==> config.mk <==
export PLATFORM = sky130hd
export DESIGN_NAME = iir_mac_sequencer_flat
export DESIGN_NICKNAME = d
export VERILOG_FILES = /design/src/rtl/iir_mac_sequencer_if.sv /design/src/rtl/iir_mac_sequencer.sv /design/src/flat_wrapper.sv
export SDC_FILE = /design/constraint.sdc
export NUM_CORES = 1
export LEC_CHECK = 0
export BUFFER_PORTS_ARGS = -buffer_cell sky130_fd_sc_hd__buf_2
export CAP_MARGIN = 5
export CORE_UTILIZATION = 59
export DETAILED_ROUTE_END_ITERATION = 10
export GPL_TIMING_DRIVEN = 0
export PLACE_DENSITY = 0.81
export SYNTH_ARGS = -nofsm -noshare
export SYNTH_HDL_FRONTEND = slang
export SYNTH_SLANG_ARGS = --single-unit
==> constraint.sdc <==
create_clock -name clk -period 5 [get_ports clk]
set_clock_uncertainty 0.15 [all_clocks]
set_input_delay 1.25 -clock clk [delete_from_list [all_inputs] [get_ports clk]]
set_output_delay 1.25 -clock clk [all_outputs]
set_load 0.005 [all_outputs]
==> src/rtl/iir_mac_sequencer_if.sv <==
// Control bundle between the IIR MAC sequencer (master) and the shared datapath (slave).
// IIR_SEQ_EXT_TICK_EN adds the ext_tick input used instead of the internal divider.
interface iir_mac_sequencer_if #(
    parameter int CAW = 4
);
    logic           en;
`ifdef IIR_SEQ_EXT_TICK_EN
    logic           ext_tick;
`endif
    logic           sample_tick;
    logic           in_we;
    logic [CAW-1:0] coef_addr;
    logic [2:0]     sec_idx;
    logic [2:0]     tap_idx;
    logic           acc_clr;
    logic           acc_en;
    logic           mul_sub;
    logic           state_we;
    logic           out_we;
    logic           busy;
    logic           overrun;

    modport master (
        input  en,
`ifdef IIR_SEQ_EXT_TICK_EN
        input  ext_tick,
`endif
        output sample_tick, in_we, coef_addr, sec_idx, tap_idx,
        output acc_clr, acc_en, mul_sub, state_we, out_we, busy, overrun
    );

    modport slave (
        output en,
`ifdef IIR_SEQ_EXT_TICK_EN
        output ext_tick,
`endif
        input  sample_tick, in_we, coef_addr, sec_idx, tap_idx,
        input  acc_clr, acc_en, mul_sub, state_we, out_we, busy, overrun
    );
endinterface

==> src/rtl/iir_mac_sequencer.sv <==
// Sample-rate strobe and per-tap control sequencer for a time-shared cascade of biquads.
// Define IIR_SEQ_EXT_TICK_EN to take the sample strobe from ext_tick instead of the divider.
module iir_mac_sequencer #(
    parameter int SAMPLE_DIV = 800,
    parameter int NSEC       = 2,
    parameter int CAW        = 4
) (
    input  logic                 clk,
    input  logic                 reset,
    iir_mac_sequencer_if.master  bus
);
    localparam logic [2:0] ST_IDLE = 3'd0;
    localparam logic [2:0] ST_LOAD = 3'd1;
    localparam logic [2:0] ST_MAC  = 3'd2;
    localparam logic [2:0] ST_WB   = 3'd3;
    localparam logic [2:0] ST_DONE = 3'd4;

    localparam int AW = (CAW > 6) ? CAW : 6;

    logic [2:0]    state;
    logic [2:0]    sec;
    logic [2:0]    tap;
    logic [2:0]    nxt_state;
    logic [2:0]    nxt_sec;
    logic [2:0]    nxt_tap;
    logic [AW-1:0] nxt_addr;
    logic          nxt_mac;

`ifdef IIR_SEQ_EXT_TICK_EN
    always_ff @(posedge clk) begin
        if (reset) begin
            bus.sample_tick <= 1'b0;
        end else begin
            bus.sample_tick <= bus.ext_tick & bus.en;
        end
    end
`else
    localparam int CW = (SAMPLE_DIV > 2) ? $clog2(SAMPLE_DIV) : 1;

    logic [CW-1:0] div_cnt;

    // The tick is registered one count early so it is high exactly while div_cnt is at its last value.
    always_ff @(posedge clk) begin
        if (reset) begin
            div_cnt         <= '0;
            bus.sample_tick <= 1'b0;
        end else if (bus.en) begin
            div_cnt         <= (div_cnt == CW'(SAMPLE_DIV - 1)) ? '0 : div_cnt + CW'(1);
            bus.sample_tick <= (div_cnt == CW'(SAMPLE_DIV - 2));
        end else begin
            div_cnt         <= '0;
            bus.sample_tick <= 1'b0;
        end
    end
`endif

    always_comb begin
        nxt_state = state;
        nxt_sec   = sec;
        nxt_tap   = tap;
        case (state)
            ST_IDLE: begin
                if (bus.sample_tick) begin
                    nxt_state = ST_LOAD;
                end
            end
            ST_LOAD: begin
                nxt_state = ST_MAC;
                nxt_sec   = 3'd0;
                nxt_tap   = 3'd0;
            end
            ST_MAC: begin
                if (tap == 3'd4) begin
                    nxt_state = ST_WB;
                end else begin
                    nxt_tap = tap + 3'd1;
                end
            end
            ST_WB: begin
                if (sec == 3'(NSEC - 1)) begin
                    nxt_state = ST_DONE;
                end else begin
                    nxt_state = ST_MAC;
                    nxt_sec   = sec + 3'd1;
                    nxt_tap   = 3'd0;
                end
            end
            ST_DONE: begin
                nxt_state = ST_IDLE;
            end
            default: begin
                nxt_state = ST_IDLE;
            end
        endcase
    end

    assign nxt_mac  = (nxt_state == ST_MAC);
    assign nxt_addr = AW'(nxt_sec) * AW'(5) + AW'(nxt_tap);

    // Outputs are decoded from the next state so every control line is a flop aligned with its state.
    always_ff @(posedge clk) begin
        if (reset) begin
            state         <= ST_IDLE;
            sec           <= 3'd0;
            tap           <= 3'd0;
            bus.in_we     <= 1'b0;
            bus.coef_addr <= '0;
            bus.sec_idx   <= 3'd0;
            bus.tap_idx   <= 3'd0;
            bus.acc_clr   <= 1'b0;
            bus.acc_en    <= 1'b0;
            bus.mul_sub   <= 1'b0;
            bus.state_we  <= 1'b0;
            bus.out_we    <= 1'b0;
            bus.busy      <= 1'b0;
        end else begin
            state         <= nxt_state;
            sec           <= nxt_sec;
            tap           <= nxt_tap;
            bus.in_we     <= (nxt_state == ST_LOAD);
            bus.coef_addr <= nxt_mac ? nxt_addr[CAW-1:0] : '0;
            bus.sec_idx   <= (nxt_mac || nxt_state == ST_WB) ? nxt_sec : 3'd0;
            bus.tap_idx   <= nxt_mac ? nxt_tap : 3'd0;
            bus.acc_clr   <= nxt_mac && (nxt_tap == 3'd0);
            bus.acc_en    <= nxt_mac;
            bus.mul_sub   <= nxt_mac && (nxt_tap >= 3'd3);
            bus.state_we  <= (nxt_state == ST_WB);
            bus.out_we    <= (nxt_state == ST_DONE);
            bus.busy      <= (nxt_state != ST_IDLE);
        end
    end

    // A tick during DONE is still dropped: busy is high in that cycle.
    always_ff @(posedge clk) begin
        if (reset) begin
            bus.overrun <= 1'b0;
        end else if (bus.sample_tick && bus.busy) begin
            bus.overrun <= 1'b1;
        end
    end
endmodule
==> src/flat_wrapper.sv <==
// flat-port wrapper written by rule: the top's interface ports become plain ports
module iir_mac_sequencer_flat 
#(
    parameter int SAMPLE_DIV = 800,
    parameter int NSEC       = 2,
    parameter int CAW        = 4
)
  (clk, reset, bus_en, bus_sample_tick, bus_in_we, bus_coef_addr, bus_sec_idx, bus_tap_idx, bus_acc_clr, bus_acc_en, bus_mul_sub, bus_state_we, bus_out_we, bus_busy, bus_overrun);
  iir_mac_sequencer_if #(.CAW(CAW)) bus_i ();
  input  logic clk;
  input  logic reset;
  input wire logic [$bits(bus_i.en)-1:0] bus_en;
  output wire logic [$bits(bus_i.sample_tick)-1:0] bus_sample_tick;
  output wire logic [$bits(bus_i.in_we)-1:0] bus_in_we;
  output wire logic [$bits(bus_i.coef_addr)-1:0] bus_coef_addr;
  output wire logic [$bits(bus_i.sec_idx)-1:0] bus_sec_idx;
  output wire logic [$bits(bus_i.tap_idx)-1:0] bus_tap_idx;
  output wire logic [$bits(bus_i.acc_clr)-1:0] bus_acc_clr;
  output wire logic [$bits(bus_i.acc_en)-1:0] bus_acc_en;
  output wire logic [$bits(bus_i.mul_sub)-1:0] bus_mul_sub;
  output wire logic [$bits(bus_i.state_we)-1:0] bus_state_we;
  output wire logic [$bits(bus_i.out_we)-1:0] bus_out_we;
  output wire logic [$bits(bus_i.busy)-1:0] bus_busy;
  output wire logic [$bits(bus_i.overrun)-1:0] bus_overrun;
  assign bus_i.en = bus_en;
  assign bus_sample_tick = bus_i.sample_tick;
  assign bus_in_we = bus_i.in_we;
  assign bus_coef_addr = bus_i.coef_addr;
  assign bus_sec_idx = bus_i.sec_idx;
  assign bus_tap_idx = bus_i.tap_idx;
  assign bus_acc_clr = bus_i.acc_clr;
  assign bus_acc_en = bus_i.acc_en;
  assign bus_mul_sub = bus_i.mul_sub;
  assign bus_state_we = bus_i.state_we;
  assign bus_out_we = bus_i.out_we;
  assign bus_busy = bus_i.busy;
  assign bus_overrun = bus_i.overrun;
  iir_mac_sequencer #(.SAMPLE_DIV(SAMPLE_DIV), .NSEC(NSEC), .CAW(CAW)) u_core (.clk(clk), .reset(reset), .bus(bus_i));
endmodule
== Word-level counts from Yosys, hierarchy flattened ==
Cells that the tools add are included.
Word-level totals
  bits in registers: 38
  input port bits: 3
  output and inout bits: 19
Cells by class
  add/sub/neg operators: 4
  multipliers: 1
  magnitude comparators: 1
  equality and inequality tests: 11
  muxes and demuxes: 9
  bitwise gates (word level): 3
  reduce and logical (&&, ||, !) cells: 11
Operators by type and width (number)
  10-bit == test (second input constant): 2
  3-bit 2-to-1 mux: 6
  3-bit by 2-bit == test with 1-bit output (second input constant): 4
  3-bit case mux with 4 select lines: 1
  10-bit by 1-bit adder with 10-bit output (second input constant): 1
  3-bit by 1-bit == test with 1-bit output (second input constant): 3
  3-bit case mux with 3 select lines: 1
  3-bit by 1-bit adder with 3-bit output (second input constant): 2
  3-bit == test (second input constant): 2
  3-bit zero test: 2
  3-bit case mux with 2 select lines: 1
  2-bit OR reduction: 3
  4-bit by 3-bit adder with 4-bit output: 1
  3-bit by 3-bit multiplier with 4-bit output (second input constant): 1
  3-bit by 2-bit >= comparator with 1-bit output (second input constant): 1
  1-bit logical AND: 3
  1-bit inverter: 3
  3-bit nonzero test: 1
  3-bit OR reduction: 1
  1-bit logical OR: 1

== Longest topological paths before layout ==
Gate-level depths: netlist of run 1.
  depth in word-level cells: 7
  depth in mapped cells: 13

== Worst setup path after synthesis of run 1 ==
Ideal clock, no wire load.
  path kind: register to register
  start: register u_core.sec[0]
  end: register u_core.bus.coef_addr[3]
  library setup time: 117 ps
  arrival time: 2991 ps
  required time: 4733 ps
  setup slack: 1741 ps
  cell stages (with the launch flop): 13
  buffers on the path: 0
  clock period less this slack: 3259 ps
  cells stage by stage: dfxtp_1 -> ha_1 -> nor2b_2 -> mux2_2 -> a21boi_0 -> inv_1 -> ha_1 -> ha_1 -> fa_1 -> xor2_1 -> xnor2_1 -> and3_1 -> nor3_2
RTL lines
  from (decl): RTL line iir_mac_sequencer.sv:21  | logic [2:0] sec;
  from (signal assigned): RTL line iir_mac_sequencer.sv:118  | sec <= nxt_sec;
  3-bit by 1-bit adder with 3-bit output / 3-bit by 1-bit == test with 1-bit output (equally long branches): RTL line iir_mac_sequencer.sv:84, iir_mac_sequencer.sv:80
  3-bit 2-to-1 mux: RTL line iir_mac_sequencer.sv:80  | if (sec == 3'(NSEC - 1)) begin
  3-bit case mux with 2 select lines *: RTL line iir_mac_sequencer.sv:61  | case (state)
  named net u_core.nxt_sec[0]: RTL line iir_mac_sequencer.sv:24  | logic [2:0] nxt_sec;
  3-bit by 3-bit multiplier with 4-bit output *: RTL line iir_mac_sequencer.sv:98  | assign nxt_addr = AW'(nxt_sec) * AW'(5) + AW'(nxt_tap);
  4-bit by 3-bit adder with 4-bit output *: RTL line iir_mac_sequencer.sv:98
  to (signal assigned): RTL line iir_mac_sequencer.sv:121  | bus.coef_addr <= nxt_mac ? nxt_addr[CAW-1:0] : '0;
  to (decl): RTL line iir_mac_sequencer_if.sv:28  | output sample_tick, in_we, coef_addr, sec_idx, tap_idx,
The timed path passes the listed nets; every way through them passes the cells marked *.
A chain may end at the register's enable or synchronous reset.

== Worst setup path after layout of run 1 ==
Same ends and word-level chain as after synthesis.

==> results of run 1 <==
-- routing by layer --
metal	GRT usage (%)	up-vias
met5	0	-
met4	6.410	0
met3	8.889	3
met2	43.29	14
met1	26.33	558
li1	-	613
-- cell usage after synthesis, drive strengths merged --
library cell   n  area [sq um]
a211o          1         8.760
a21boi         1         7.510
a21oi          7         35.03
a22oi          2         15.01
a31o           1         8.760
and2           7         46.30
and3           2         12.51
and4           2         17.52
buf            2         15.01
clkbuf         1         3.750
dfxtp         38         760.7
fa             1         20.02
ha            10         125.1
inv           12         45.04
mux2           2         22.52
nand2          5         18.77
nand2b         3         33.79
nand3          4         20.02
nand4          3         18.77
nand4b         1         8.760
nor2          31         116.4
nor2b          2         15.02
nor3           2         15.01
nor3b          2         20.02
nor4           2         12.51
nor4b          2         17.52
o211ai         1         12.51
o21a           1         7.510
o21ai          2         13.76
o21ba          1         10.01
o22ai          1         6.260
o31a           1         8.760
or3b           1         8.760
or4b           1         13.76
xnor2          3         26.28
xor2           8         70.07
-- flip-flops by register name (all words and copies together), names as in the netlist --
signal                  flops
u_core.bus.tap_idx          3
u_core.bus.mul_sub          1
u_core.bus.overrun          1
u_core.bus.state_we         1
u_core.bus.in_we            1
u_core.bus.out_we           1
u_core.bus.coef_addr        4
u_core.tap                  3
u_core.bus.busy             1
u_core.bus.acc_en           1
u_core.state                3
u_core.bus.sample_tick      1
u_core.div_cnt             10
u_core.sec                  3
u_core.bus.acc_clr          1
u_core.bus.sec_idx          3
-- worst max-delay path: cells and delay by family, from the launching register on --
| family | cells | cell delay [ps] |
|---|---|---|
| AO/OA/AOI/OAI | 1 | 370 |
| XOR/XNOR | 2 | 320 |
| adder cells (fa/ha/maj) | 4 | 1300 |
| buffers and inverters | 1 | 90 |
| flip-flops | 1 | 420 |
| multiplexers | 1 | 350 |
| AND/OR/NAND/NOR | 3 | 450 |
-- stage by stage --
| stage | setup slack, ps | cell area (sq um) |
|---|---|---|
| floorplan | 1741 | 1618 |
| global placement | 1549 | 1760 |
| detailed placement | 1480 | 1760 |
| CTS | 1442 | 1821 |
| global route | 1213 | 1821 |
| finish | 1448 | 1821 |
-- worst paths after layout --
path                             endpoint  slack [ps]
setup / recovery  u_core.bus.coef_addr[3]        1450
hold / removal         u_core.bus.overrun         330
setup reg to reg  u_core.bus.coef_addr[3]        1450
hold reg to reg        u_core.bus.overrun         330
-- cells by family (layout without fill, tap and decap cells) --
group / Yosys count / in the layout / synth area share [%]
and+or+nand+nor: 70 / 70 / 24.44
DFF: 38 / 38 / 47.02
AOI/OAI and AO/OA: 19 / 19 / 8.275
buffers and inverters: 15 / 44 / 3.944
adders and majority gates: 11 / 11 / 8.971
xor gates and xnor gates: 11 / 11 / 5.956
muxes: 2 / 2 / 1.392
-- area by class of cell --
type	instances	share of cell area [%]
multi-input combinational	113	43.57
sequential	38	41.79
timing repair buffer	21	5.773
clock buffer	7	3.024
inverter	12	2.474
tap	30	2.062
buffer	3	1.031
clock inverter	1	0.2749
-- power breakdown --
group	internal [mW]	switching, mW	total, mW
clock	0.0682	0.0944	0.163
combinational	0.00182	0.00408	0.00591
sequential	0.303	0.000844	0.304
==> results.sh, run 1 <==
export IMPL_antenna_cells=0
export IMPL_slowest_stage="fa_1"
export IMPL_cap_viol_max_count=0
export IMPL_port_buffers=21
export IMPL_wl_met1_mm=1.255
export IMPL_netlist_instances=166
export IMPL_grt_pass1_wl_mm=5.023
export IMPL_seqCellArea_sq_um=760.7
export IMPL_start_util_pct=63.57
export IMPL_die_area_sq_um=2956
export IMPL_cp_max_fo=5
export IMPL_maxClockFrequency_ghz=0.2815
export IMPL_num_nets_final=208
export IMPL_cts_buffers=5
export IMPL_min_from="u_core.bus.overrun"
export IMPL_met3_length_um=100
export IMPL_ff2ff_path_depth=12
export IMPL_clockBufferDepth=2
export IMPL_ios=22
export IMPL_dp_hpwl_mm=2.125
export IMPL_final_cell_mix="38 x dfxtp_1, 31 x nor2_1, 21 x buf_2, 11 x inv_1, 10 x ha_1"
export IMPL_setup_tns_ps=0
export IMPL_worstPathRequired_ps=5090
export IMPL_cp_common_cell="ha_1"
export IMPL_avgSynthCellArea_sq_um=9.746
export IMPL_cts_tree="done"
export IMPL_clock_latency_ps=340
export IMPL_root_buffer="clkbuf_4"
export IMPL_fp_row_count=18
export IMPL_grt_ovfl_total=0
export IMPL_p_per_area_nw_per_um2=259.6
export IMPL_fin_crit_sh_pct=71.04
export IMPL_cp_start_kind="flip-flop"
export IMPL_leakage_nw=0.8458
export IMPL_holdCritPathClass="reg2reg"
export IMPL_wl_met2_mm=1.518
export IMPL_path_clk_slew_ps=110
export IMPL_drt_wirelength_per_cell_um=12.89
export IMPL_r2r_start="u_core.sec[0]"
export IMPL_drt_first_pass_iters=4
export IMPL_synth_seq_cells=38
export IMPL_antenna_found_initial=0
export IMPL_hold_violations=0
export IMPL_slew_viol_final=0
export IMPL_postCtsSetupBuffers=0
export IMPL_setup_violations=0
export IMPL_clock_sinks=38
export IMPL_cp_end_kind="flip-flop"
export IMPL_min_path_cells=2
export IMPL_synth_area_sq_um=1618
export IMPL_p_total_uw=472.6
export IMPL_startpoint="u_core.sec[0]"
export IMPL_drtAntennaViolNets=0
export IMPL_arrival_ps=3640
export IMPL_ir_drop_mv=0.2445
export IMPL_fin_util_pct=71.53
export IMPL_finalNonFillerCells=225
export IMPL_outcome="completed"
export IMPL_grt_pass1_vias=1179
export IMPL_drive_gt1_share_pct=22.56
export IMPL_die_width_um=54.37
export IMPL_via_per_inst=5.280
export IMPL_ys_warn_count=0
export IMPL_min_period_ps=3552
export IMPL_place_inst=217
export IMPL_rsz0062_at_grt="false"
export IMPL_grt_use_total_pct=24.08
export IMPL_ctsResizeCount=0
export IMPL_grt_max_degree=12
export IMPL_multi_input_area_sq_um=793.3
export IMPL_final_common_cell="dfxtp_1"
export IMPL_tightest_slew_ps=490.8
export IMPL_hold_buffers=0
export IMPL_synth_nets=180
export IMPL_drc=0
export IMPL_die_y_um=54.37
export IMPL_core_area_sq_um=2545
export IMPL_n_fill_cell=198
export IMPL_yosys_cell_types_count=43
export IMPL_wl_mm=2.900
export IMPL_top_layer="met4"
export IMPL_slew_headroom_pct=67.28
export IMPL_hold_ws_ps=330.6
export IMPL_ys_seq_area_share_pct=47.02
export IMPL_cp_cell_sequence="ha_1 > nor2b_2 > mux2_2 > a21boi_0 > inv_1 > ha_1 > ha_1 > fa_1 > xor2_1 > xnor2_1 > and3_1 > nor3_2"
export IMPL_crit_path_max_incr_delay_ps=440
export IMPL_vias=1188
export IMPL_drt_iter0_markers=28
export IMPL_gp_congestion=0.7884
export IMPL_critPathKind="reg2reg"
export IMPL_htreeDepth=2
export IMPL_synthToLayoutAreaGrowth_pct=12.53
Power figures use the tool's default switching activity.
==> inputs of run 2 (changes only) <==
ABC_AREA = 1   (was not set)
CORE_UTILIZATION = 56   (was 59)
PLACE_DENSITY = 0.77   (was 0.81)
clock period = 3.6 ns   (was 5 ns; I/O delays follow)
==> results.sh, run 2 <==
export IMPL_cp_end_kind="flip-flop"
export IMPL_cap_viol_max_count=0
export IMPL_use_met1_pct=28.67
export IMPL_holdCritPathClass="reg2reg"
export IMPL_final_common_cell="nand2_1"
export IMPL_leakage_nw=0.9595
export IMPL_critPathKind="reg2reg"
export IMPL_grt_max_degree=11
export IMPL_netlist_instances=226
export IMPL_worst_slack_ps=768.1
export IMPL_largestRegisters="u_core.div_cnt x10, u_core.bus.coef_addr x4"
export IMPL_slew_viol_final=0
export IMPL_start_util_pct=61.05
export IMPL_ir_drop_mv=0.2870
export IMPL_maxClockFrequency_ghz=0.3531
export IMPL_hold_violations=0
export IMPL_gr_usage_met2_pct=28.90
export IMPL_synth_most_common_cell="nand2_1"
export IMPL_largest_register="u_core.div_cnt"
export IMPL_grt_ovfl_total=0
export IMPL_synthSimpleGateAreaFrac_pct=31.32
export IMPL_worstPathRequired_ps=3720
export IMPL_postCtsSetupBuffers=0
export IMPL_path_clk_slew_ps=110
export IMPL_design_area_sq_um=1931
export IMPL_clock_latency_ps=330
export IMPL_setup_tns_ps=0
export IMPL_synthToLayoutAreaGrowth_pct=10.85
export IMPL_htreeDepth=2
export IMPL_drive_gt1_share_pct=17.32
export IMPL_final_cell_mix="45 x nand2_1, 41 x inv_1, 38 x dfxtp_1, 33 x nor2_1, 22 x nand3_1"
export IMPL_drtAntennaViolNets=0
export IMPL_cts_buffers=5
export IMPL_synthArstFlopShare_pct=0
export IMPL_muxShareOfSynthArea_pct=0
export IMPL_ys_seq_area_share_pct=43.68
export IMPL_drc=2
export IMPL_finalNonFillerCells=285
export IMPL_cp_start_kind="flip-flop"
export IMPL_avgSynthCellArea_sq_um=7.707
export IMPL_synth_xor_area_share_pct=2.011
export IMPL_cp_max_fo=6
export IMPL_drt_first_pass_iters=7
export IMPL_core_area_sq_um=2853
export IMPL_ys_warn_count=0
export IMPL_clockBufferDepth=2
export IMPL_clock_sinks=38
export IMPL_synth_top_family_by_area="simple AND/OR/NAND/NOR gates"
export IMPL_place_inst=278
export IMPL_met3_usage_pct=4.688
export IMPL_tightest_slew_ps=476.8
export IMPL_p_per_area_nw_per_um2=326.9
export IMPL_wl_mm=2.878
export IMPL_synth_seq_cells=38
export IMPL_synth_nets=240
export IMPL_violations="DRC"
export IMPL_fp_row_count=19
export IMPL_ios=22
export IMPL_fin_crit_sh_pct=78.66
export IMPL_yosysTopAreaCell="dfxtp_1"
export IMPL_root_buffer="clkbuf_4"
export IMPL_outcome="finished, violations left"
export IMPL_gp_congestion=0.7816
export IMPL_synth_area_top_cells="dfxtp_1 44%, nand2_1 9.7%, inv_1 8.8%, ha_1 7.2%, nor2_1 7.1%"
export IMPL_rsz0062_at_grt="false"
export IMPL_antenna_cells=0
export IMPL_port_buffers=21
export IMPL_synth_fa_ha_area_share_pct=8.333
export IMPL_cts_tree="done"
export IMPL_synth_top_cell_area_share_pct=43.68
export IMPL_dp_hpwl_mm=2.185
export IMPL_placed_cell_area_sq_um=1886
export IMPL_yosys_cell_types_count=27
export IMPL_grt_use_total_pct=20.09
export IMPL_drt_wirelength_per_cell_um=10.10
export IMPL_grt_pass1_wl_mm=5.064
export IMPL_die_y_um=57.77
export IMPL_synth_compound_area_share_pct=4.957
export IMPL_die_width_um=57.77
export IMPL_die_area_sq_um=3337
export IMPL_synth_top_flop_cell="dfxtp_1"
export IMPL_slew_headroom_pct=68.21
export IMPL_hold_ws_ps=339.1
export IMPL_synth_edff_count=0
export IMPL_min_period_ps=2832
export IMPL_drt_iter0_markers=101
export IMPL_grt_busiest_layer="met2"
export IMPL_hold_buffers=0
export IMPL_synthTopCellsByCount="45 x nand2_1, 41 x inv_1, 38 x dfxtp_1"
export IMPL_ctsResizeCount=0
export IMPL_antenna_found_initial=0
export IMPL_rrSetupSlack_ps=770
export IMPL_via_per_inst=4.758
export IMPL_post_place_ws_ps=808.1
export IMPL_arrival_ps=2950
export IMPL_largest_register_ffs=10
export IMPL_num_nets_final=268
export IMPL_synth_area_sq_um=1742
export IMPL_grt_pass1_vias=1171
export IMPL_setup_violations=0
export IMPL_vias=1356
## run 2: cell types whose count changed in the layout (fill, tap and decap cells not counted), moves of 4 or more
| cell | change |
|---|---|
| inv_1 | +30 |
| xor2_1 | -4 |
| nand2_1 | +40 |
| a21oi_1 | -5 |
| nand2_2 | +6 |
| nand3_1 | +18 |
| and2_1 | -6 |
## run 2: logic make-up after synthesis
logic type	Yosys count
adder cells (fa/ha/maj)	11
AND/OR/NAND/NOR	118
flip-flops	38
XOR/XNOR	4
AO/OA/AOI/OAI	10
buffers and inverters	45
## run 2: critical path: stages (launching register included)
cell and delay (ps):
dfxtp_1 460, ha_1 200, nand2_2 70, inv_1 150, nand3_1 130, o211ai_1 130, ha_1 270, ha_1 300
fa_1 440, nand3b_1 160, nand2_1 90, nand3_1 100, a21oi_2 130
## run 2: report_power, final
group	total, mW	switching (mW)	leakage [nW]	internal, mW
Combinational	0.00983	0.00693	0.628	0.00291
Sequential	0.422	0.00125	0.306	0.421
Clock	0.199	0.125	0.0254	0.0738
Total	0.631	0.133	0.960	0.498
## run 2: metrics by stage
stage	power (mW)	util, %
final	0.6312	67.68
after global routing	0.6650	67.68
after CTS	0.6383	67.68
after detailed placement	0.4422	66.10
after global placement	0.4421	66.10
after floorplan	0.4385	-
## run 2: worst paths after layout
path                       from                 endpoint  depth (start not counted)
max reg2reg       u_core.sec[0]  u_core.bus.coef_addr[3]                         12
max               u_core.sec[0]  u_core.bus.coef_addr[3]                         12
min reg2reg  u_core.bus.overrun       u_core.bus.overrun                          2
min          u_core.bus.overrun       u_core.bus.overrun                          2
## run 2: final cells by class
| cell class | instances | area, sq um |
|---|---|---|
| fillers | 246 | 922.1 |
| multi-input cells | 143 | 812.0 |
| flip-flops and latches | 38 | 760.7 |
| inverters | 44 | 165.2 |
| repair buffers | 21 | 105.1 |
| clock buffers | 7 | 45.04 |
| well taps | 31 | 38.79 |
| plain buffers | 1 | 3.754 |
## run 2: metal layers
layer | up-vias | wire length [um] | part of all wire, %
met5 | - | 0 | 0
met4 | 0 | 20 | 0.69
met2 | 21 | 1170 | 41
met3 | 2 | 110 | 3.8
li1 | 754 | - | -
met1 | 579 | 1578 | 55
